==> src/rtl/alu_mc.sv <==
// alu_mc: registered, multi-cycle ALU with start/busy/done handshake.
// Single-cycle ops (add/sub/neg/pass/and/or/xor) finish at the accepting
// edge. Unsigned multiply runs as W shift-add steps. Result and flags hold
// until the next completed operation.
module alu_mc #(
  parameter int W = 4
) (
  input  logic         clk,
  input  logic         reset,
  input  logic         start,
  input  logic [2:0]   op,
  input  logic [W-1:0] A,
  input  logic [W-1:0] B,
  output logic [W-1:0] R,
  output logic         zero,
  output logic         carry,
  output logic         sign,
  output logic         overflow,
  output logic         busy,
  output logic         done
);

  localparam int CW = $clog2(W + 1);

  localparam logic [CW-1:0] CNT_W   = CW'(W);
  localparam logic [CW-1:0] CNT_ONE = CW'(1);
  localparam logic [W:0]    EXT_ONE = (W + 1)'(1);
  localparam logic [W-1:0]  MIN_NEG = {1'b1, {(W - 1){1'b0}}};

  typedef enum logic {
    IDLE,
    MUL_RUN
  } state_t;

  typedef enum logic [2:0] {
    OP_ADD  = 3'b000,
    OP_SUB  = 3'b001,
    OP_PASS = 3'b010,
    OP_NEG  = 3'b011,
    OP_AND  = 3'b100,
    OP_OR   = 3'b101,
    OP_XOR  = 3'b110,
    OP_MUL  = 3'b111
  } op_e;

  // Control and result registers
  state_t          state_q;
  logic [W-1:0]    r_q;
  logic            zero_q;
  logic            carry_q;
  logic            sign_q;
  logic            ovf_q;
  logic            busy_q;
  logic            done_q;

  // Multiplier datapath: multiplicand shifts left, multiplier shifts right
  logic [2*W-1:0]  mcand_q;
  logic [W-1:0]    mplier_q;
  logic [2*W-1:0]  acc_q;
  logic [2*W-1:0]  acc_d;
  logic [CW-1:0]   cnt_q;

  // Single-cycle ALU results
  op_e             op_sel;
  logic [W:0]      sum_ext;
  logic [W-1:0]    alu_r;
  logic            alu_c;
  logic            alu_v;

  // Value written into R/flags on a completing edge
  logic            commit;
  logic [W-1:0]    commit_r;
  logic            commit_c;
  logic            commit_v;

  assign op_sel = op_e'(op);

  // Combinational single-cycle result for the op presented on the inputs
  always_comb begin
    // NOTE: every variable gets a default first, so no path through the case leaves one unassigned and infers a latch.
    sum_ext = '0;
    alu_r   = '0;
    alu_c   = 1'b0;
    alu_v   = 1'b0;
    unique case (op_sel)
      OP_ADD: begin
        sum_ext = {1'b0, A} + {1'b0, B};
        alu_r   = sum_ext[W-1:0];
        alu_c   = sum_ext[W];
        alu_v   = (A[W-1] == B[W-1]) && (alu_r[W-1] != A[W-1]);
      end
      OP_SUB: begin
        // carry = 1 means no borrow
        sum_ext = {1'b0, A} + {1'b0, ~B} + EXT_ONE;
        alu_r   = sum_ext[W-1:0];
        alu_c   = sum_ext[W];
        alu_v   = (A[W-1] != B[W-1]) && (alu_r[W-1] != A[W-1]);
      end
      OP_NEG: begin
        sum_ext = {1'b0, ~A} + EXT_ONE;
        alu_r   = sum_ext[W-1:0];
        alu_c   = sum_ext[W];
        alu_v   = (A == MIN_NEG);
      end
      OP_PASS: alu_r = A;
      OP_AND:  alu_r = A & B;
      OP_OR:   alu_r = A | B;
      OP_XOR:  alu_r = A ^ B;
      OP_MUL:  alu_r = '0;  // handled by the iterative datapath
    endcase
  end

  // One shift-add step: add the shifted multiplicand when the multiplier LSB is set
  always_comb begin
    acc_d = acc_q;
    if (mplier_q[0]) begin
      acc_d = acc_q + mcand_q;
    end
  end

  // Select what (if anything) is written to R and the flags this edge
  always_comb begin
    commit   = 1'b0;
    commit_r = alu_r;
    commit_c = alu_c;
    commit_v = alu_v;
    if (state_q == IDLE) begin
      commit = start && (op_sel != OP_MUL);
    end else if (cnt_q == CNT_ONE) begin
      // last step: acc_d already holds the full 2W-bit product
      commit   = 1'b1;
      commit_r = acc_d[W-1:0];
      commit_c = |acc_d[2*W-1:W];
      commit_v = |acc_d[2*W-1:W];
    end
  end

  // Handshake FSM, multiplier iteration and registered result/flags
  always_ff @(posedge clk or posedge reset) begin
    if (reset) begin
      // NOTE: datapath registers are reset along with control so an aborted multiply leaves no stale partial product.
      state_q  <= IDLE;
      r_q      <= '0;
      zero_q   <= 1'b1;
      carry_q  <= 1'b0;
      sign_q   <= 1'b0;
      ovf_q    <= 1'b0;
      busy_q   <= 1'b0;
      done_q   <= 1'b0;
      mcand_q  <= '0;
      mplier_q <= '0;
      acc_q    <= '0;
      cnt_q    <= '0;
    end else begin
      // NOTE: non-blocking assignments throughout, so every register samples the pre-edge values of the others.
      done_q <= commit;
      if (commit) begin
        r_q     <= commit_r;
        zero_q  <= (commit_r == '0);
        sign_q  <= commit_r[W-1];
        carry_q <= commit_c;
        ovf_q   <= commit_v;
      end

      unique case (state_q)
        IDLE: begin
          if (start && (op_sel == OP_MUL)) begin
            mcand_q  <= {{W{1'b0}}, A};
            mplier_q <= B;
            acc_q    <= '0;
            cnt_q    <= CNT_W;
            busy_q   <= 1'b1;
            state_q  <= MUL_RUN;
          end
        end
        MUL_RUN: begin
          acc_q    <= acc_d;
          mcand_q  <= mcand_q << 1;
          mplier_q <= mplier_q >> 1;
          cnt_q    <= cnt_q - CNT_ONE;
          if (cnt_q == CNT_ONE) begin
            busy_q  <= 1'b0;
            state_q <= IDLE;
          end
        end
      endcase
    end
  end

  assign R        = r_q;
  assign zero     = zero_q;
  assign carry    = carry_q;
  assign sign     = sign_q;
  assign overflow = ovf_q;
  assign busy     = busy_q;
  assign done     = done_q;

endmodule

==> config.mk <==
export PLATFORM = sky130hd
export DESIGN_NAME = alu_mc
export DESIGN_NICKNAME = d
export VERILOG_FILES = /design/src/rtl/alu_mc.sv
export SDC_FILE = /design/constraint.sdc
export NUM_CORES = 1
export LEC_CHECK = 0
export CELL_PAD_IN_SITES_DETAIL_PLACEMENT = 1
export CELL_PAD_IN_SITES_GLOBAL_PLACEMENT = 2
export CORE_MARGIN = 10
export CORE_UTILIZATION = 35
export CTS_BUF_LIST = sky130_fd_sc_hd__clkbuf_16
export DETAILED_ROUTE_END_ITERATION = 16
export PLACE_DENSITY = 0.82
export SETUP_SLACK_MARGIN = 0.1
export SYNTH_ARGS = -nofsm -noshare
export SYNTH_HDL_FRONTEND = slang
export SYNTH_SLANG_ARGS = --single-unit
==> constraint.sdc <==
create_clock -name clk -period 6.15 [get_ports clk]
set_input_delay 1.845 -clock clk [delete_from_list [all_inputs] [get_ports clk]]
set_output_delay 1.845 -clock clk [all_outputs]
set_load 0.05 [all_outputs]
Word-level counts from Yosys, hierarchy flattened
Cells that the tools add are included.
{"block": "word_totals", "input_bits": 14, "elab_cells": 74, "reg_bits": 34, "output_inout_bits": 10}
{"block": "op_classes", "n_reduce_logical": 8, "n_addsub": 6, "n_eq_ne": 16, "bitwise_logic": 6, "muxes": 26}
{"cell": "case mux 4 bit (8 select lines)", "n": 1}
{"cell": "case mux 8 bit (2 select lines)", "n": 2}
{"cell": "two-way mux 8 bit", "n": 3}
{"cell": "equality test 3 bit (second input constant)", "n": 4}
{"cell": "two-way mux 4 bit", "n": 3}
{"cell": "adder 4 x 4 -> 5 bit", "n": 2}
{"cell": "two-way mux 1 bit", "n": 10}
{"cell": "adder 8 bit", "n": 1}
{"cell": "NOT 4 bit", "n": 2}
{"cell": "case mux 4 bit (2 select lines)", "n": 1}
{"cell": "equality test 3 x 1 -> 1 bit (second input constant)", "n": 2}
{"cell": "equality test 3 x 2 -> 1 bit (second input constant)", "n": 2}
{"cell": "case mux 1 bit (3 select lines)", "n": 2}
{"cell": "case mux 3 bit (2 select lines)", "n": 1}
{"cell": "adder 4 x 1 -> 5 bit (second input constant)", "n": 1}
{"cell": "adder 5 x 1 -> 5 bit (second input constant)", "n": 1}
{"cell": "AND 4 bit", "n": 1}
{"cell": "equality test 4 bit (second input constant)", "n": 1}
{"cell": "logical AND 1 bit", "n": 4}
{"cell": "logical NOT 4 bit", "n": 1}
{"cell": "!= test 2 x 1 -> 1 bit (second input constant)", "n": 2}
{"cell": "bitwise OR 4 bit", "n": 1}
{"cell": "case mux 1 bit (2 select lines)", "n": 2}
{"cell": "OR reduction 4 bit", "n": 1}
{"cell": "other kinds (9)", "n": 11}

Logic depth before layout (Yosys ltp)
{"block": "depth", "word_depth": 8, "depth_mapped": 10, "depth_no_buf": 10}

Worst setup path after synthesis
No wires, ideal clock.
{"block": "synth_timing", "kind": "input-to-reg", "startpoint": "input port A[0]", "endpoint": "register zero_q, in the netlist zero", "required_ps": 6045, "n_path_buf": 0, "path_stages": 8, "setup_time_ps": 105, "slack_ps": 2433, "arrival_time_ps": 3612, "path_cell_list": "inv_1 ha_1 inv_1 fa_1 mux4_2 o21ai_0 a22oi_1 o41ai_1"}
{"block": "synth_between", "elab_chain_cells": 6, "word_cells_on_any_way": 12, "classes_between": "4 x add/sub; 3 x mux; 4 x bitwise; 1 x reduce/logical"}
{"element": "start: declaration", "line_no": "12", "text": "input logic [W-1:0] A,"}
{"element": "adder 4 x 4 -> 5 bit / NOT 4 bit (equally long branches)", "line_no": "94, 100"}
{"element": "adder 5 x 1 -> 5 bit / adder 4 x 1 -> 5 bit (equally long branches)", "line_no": "94, 100"}
{"element": "case mux 4 bit (8 select lines) *", "line_no": "85", "text": "unique case (op_sel)"}
{"element": "two-way mux 4 bit", "line_no": "129", "text": "end else if (cnt_q == CNT_ONE) begin"}
{"element": "two-way mux 4 bit *", "line_no": "127", "text": "if (state_q == IDLE) begin"}
{"element": "logical NOT 4 bit *", "line_no": "159", "text": "zero_q <= (commit_r == '0);"}
{"element": "end signal: assignment", "line_no": "159"}
{"element": "end: declaration", "line_no": "49", "text": "logic zero_q;"}
Mark *: on every way between the ends. The rest lies on a longest branch, timed or not.
A chain may end at the register's enable or synchronous reset.

Worst setup path after layout
Same ends and word-level chain as after synthesis.

==> summary.md <==
| Metric | Value |
|---|---|
| Outcome | finished, final reports clean |
| #FFs+latches synth | 33 |
| Leakage | 1.310 nW |
| Crit-path leading delay family | compound AO/OA/AOI/OAI gates |
| Commonest cells post-synth | 32 x dfrtp_1, 30 x nand2_1, 28 x a21oi_1 |
| Via density | 5.220 |
| Worst Setup End Kind | flip-flop |
| Layout area overhead | 18.31% |
| Resize count post-CTS | 0 |
| Ys async rst share | 100.0% |
| Max frequency | 235.3 MHz |
| Max VDD drop | 0.0002447 V |
| Skew-Pair Late Insertion Delay | 0.28 ns |
| Crit path buf inv count | 3 |
| Max Cap Viol | 0 |
| CP Data Arrival Time | 4.42 ns |
| Core area | 6832 sq um |
| PortBufs | 23 |
| Final hold viol count | 0 |
| Critical Path Start Type | input pin |
| Post-Syn Nets | 317 |
| First-pass GRT wire length | 11320 um |
| Routed Antenna Nets | 0 |
| Post-CTS setup buffer count | 0 |
| DPL Wire Length | 5021 um |
| Row cnt | 30 |
| DRT iter0 DRCs | 44 |
| Synth warnings | 0 |
| WP data required | between 6 and 7 ns |
| Clock sinks | 33 |
| DRC violations left | 0 |
| Clock slew at reported path FFs | ~0.050 ns |
| Post-synth top area share | between 30% and 40% |
| I/O pin cnt | 24 |
| Slew Limit Fails | 0 |
| Share of layout cells above drive strength 1 | around 8% |
| Post-layout nets | 337 |
| Die Ht | 104.0 um |
| CTS root buf | clkbuf_16 |
| Area leader, netlist | dfrtp_1 |
| Initial Util | 36.12% |
| HP Class | flip-flop to flip-flop |
| Main synth FF type | dfrtp_1 |
| Synth top area cells | dfrtp_1 32%, ha_1 11%, a21oi_1 5.7% |
| All-layer global routing usage | 12.46% |
| Vias in the first global route | approximately 2200 |
| Total grt overflow | 0 |
| Syn Inst Count | 278 |
| Register area | 827.0 sq um |
| Post-synthesis cell area | 2467 sq um |
| Final Cycle Share | 69.11% |
| Worst-margin pin slew | 0.8605 ns |
| CTS tree | yes |
| Die ar. | 10810 sq um |
| Power per cell area | 398.7 nW/um^2 |
| Distinct cells, synth | 50 |
| Sequential area share after synthesis | 33.52% |
| Crit Path Max Fanout | 4 |
| Critical path class | input pin to flip-flop |
| Total clock buffers created by CTS | 5 |
| RSZ-0062 raised after global routing | no |
| Final setup viols | 0 |
| Dpl cells | 387 |
| Initial antenna violation count | 0 |
| Syn_area_per_cell | 8.875 sq um |
| Global placer's final weighted congestion | slightly above 0.8 |
| Number of synthesized flops with an enable pin | 0 |
| Reg2Reg Setup Slack | 3.44 ns |
| Via Count | 2062 |
| CP cell instances | clkdlybuf4s50_1, inv_1, ha_1, inv_1, fa_1, mux4_2, o21ai_0, a22oi_1, o41ai_1 |
| Layout fillers | about 830 |
| Drt pass-1 iters | 4 |
| Largest net degree at the start of global routing | 34 |
| CTS Buffer Depth | 2 |
| Final core utilization | 42.73% |
| Diodes inserted | 0 |
| Setup skew after layout | 0.005475 ns |
| Hold-fix buffers at CTS | 0 |
| Crit-path max cell delay | 0.53 ns |
| Max H-tree Level | 2 |
| Wire length per cell | between 15 and 20 um |
| Slew headroom | 42.42% |
| Worst path slowest cell | clkdlybuf4s50_1 |
| Post-Route WL | 6544 um |
| Final critical-path required period | 4.250 ns |
| Non-filler cells, final | 395 |
| Die span in x | 104.0 um |
| Multi-input gate area | 1498 sq um |
| Setup TNS | 0 ns |
| Cell repeated most along the worst path | inv_1 |
| Count leader, synth | dfrtp_1 |
==> where the power goes <==
group / leakage, nW / total (W) / switching [W] / internal [W]
Combinational: 0.810 / 0.000541 / 0.000327 / 0.000213
Sequential: 0.426 / 0.000384 / 0.0000864 / 0.000298
Clock: 0.0748 / 0.000239 / 0.0000919 / 0.000147
==> flip-flops by register name, summed over array words and instances, names as in the netlist <==
register and cells:
acc_q 8, mcand_q 8, R 4, mplier_q 4, cnt_q 3, busy 1
carry 1, done 1, overflow 1, state_q 1, zero 1
==> metrics by stage <==
step | setup WS [ns] | hold WS (ns) | power (W) | instance area, sq um
finish | 1.900 | 0.4838 | 0.001164 | 2919
global route | 1.762 | 0.5069 | 0.001253 | 2919
global placement | 1.653 | 0.4673 | 0.0009171 | 2780
detailed placement | 1.559 | 0.4763 | 0.0009360 | 2780
CTS | 1.859 | 0.4861 | 0.001179 | 2919
floorplan | 2.433 | 0.4498 | 0.0007671 | 2467
==> logic make-up (layout without fill, tap and decap cells) <==
group / Yosys count / in the layout / synth area share, %
AOI/OAI and AO/OA: 79 / 79 / 20.79
xor gates and xnor gates: 6 / 6 / 2.130
adders and majority gates: 25 / 25 / 13.59
buffers and inverters: 35 / 56 / 5.781
DFF: 33 / 33 / 33.52
muxes: 19 / 19 / 9.077
and+or+nand+nor: 81 / 81 / 15.11
==> path summary, 6_finish.rpt <==
check                              start  endpoint  cells after the start
worst min-delay path            cnt_q[2]  cnt_q[2]                      1
worst min register to register  cnt_q[2]  cnt_q[2]                      1
max in group asynchronous          reset      zero                      3
worst max-delay path                A[0]      zero                      9
worst max register to register   state_q      R[0]                      6
min in group asynchronous          reset  cnt_q[1]                      3
==> cell usage in the layout (no fill, tap or decap), types with 4 or more instances in the layout <==
master	count
a21oi_1	28
clkbuf_16	5
clkdlybuf4s50_1	23
dfrtp_1	32
ha_1	22
inv_1	23
mux2_2	7
mux2i_1	10
nand2_1	30
nand3_1	5
nor2_1	24
nor2b_1	7
o21ai_0	16
o22ai_1	4
==> metal layers <==
metal  vias up  GRT usage (%)  part of all wire (%)
met2        25          20.86                    48
met1      1005          15.62                    47
li1       1024              -                     -
met4         0          3.877                   1.5
met3         8          2.540                   2.7
met5         -              0                     0
==> layout make-up <==
cell class | instances | share of cell area (%)
flip-flops and latches | 33 | 28.33
clock buffers | 5 | 4.286
multi-input cells | 210 | 51.31
well taps | 96 | 4.115
inverters | 22 | 2.829
clock inverters | 3 | 0.4715
repair buffers | 26 | 8.658
No activity file was read; power rests on OpenSTA's default activity.
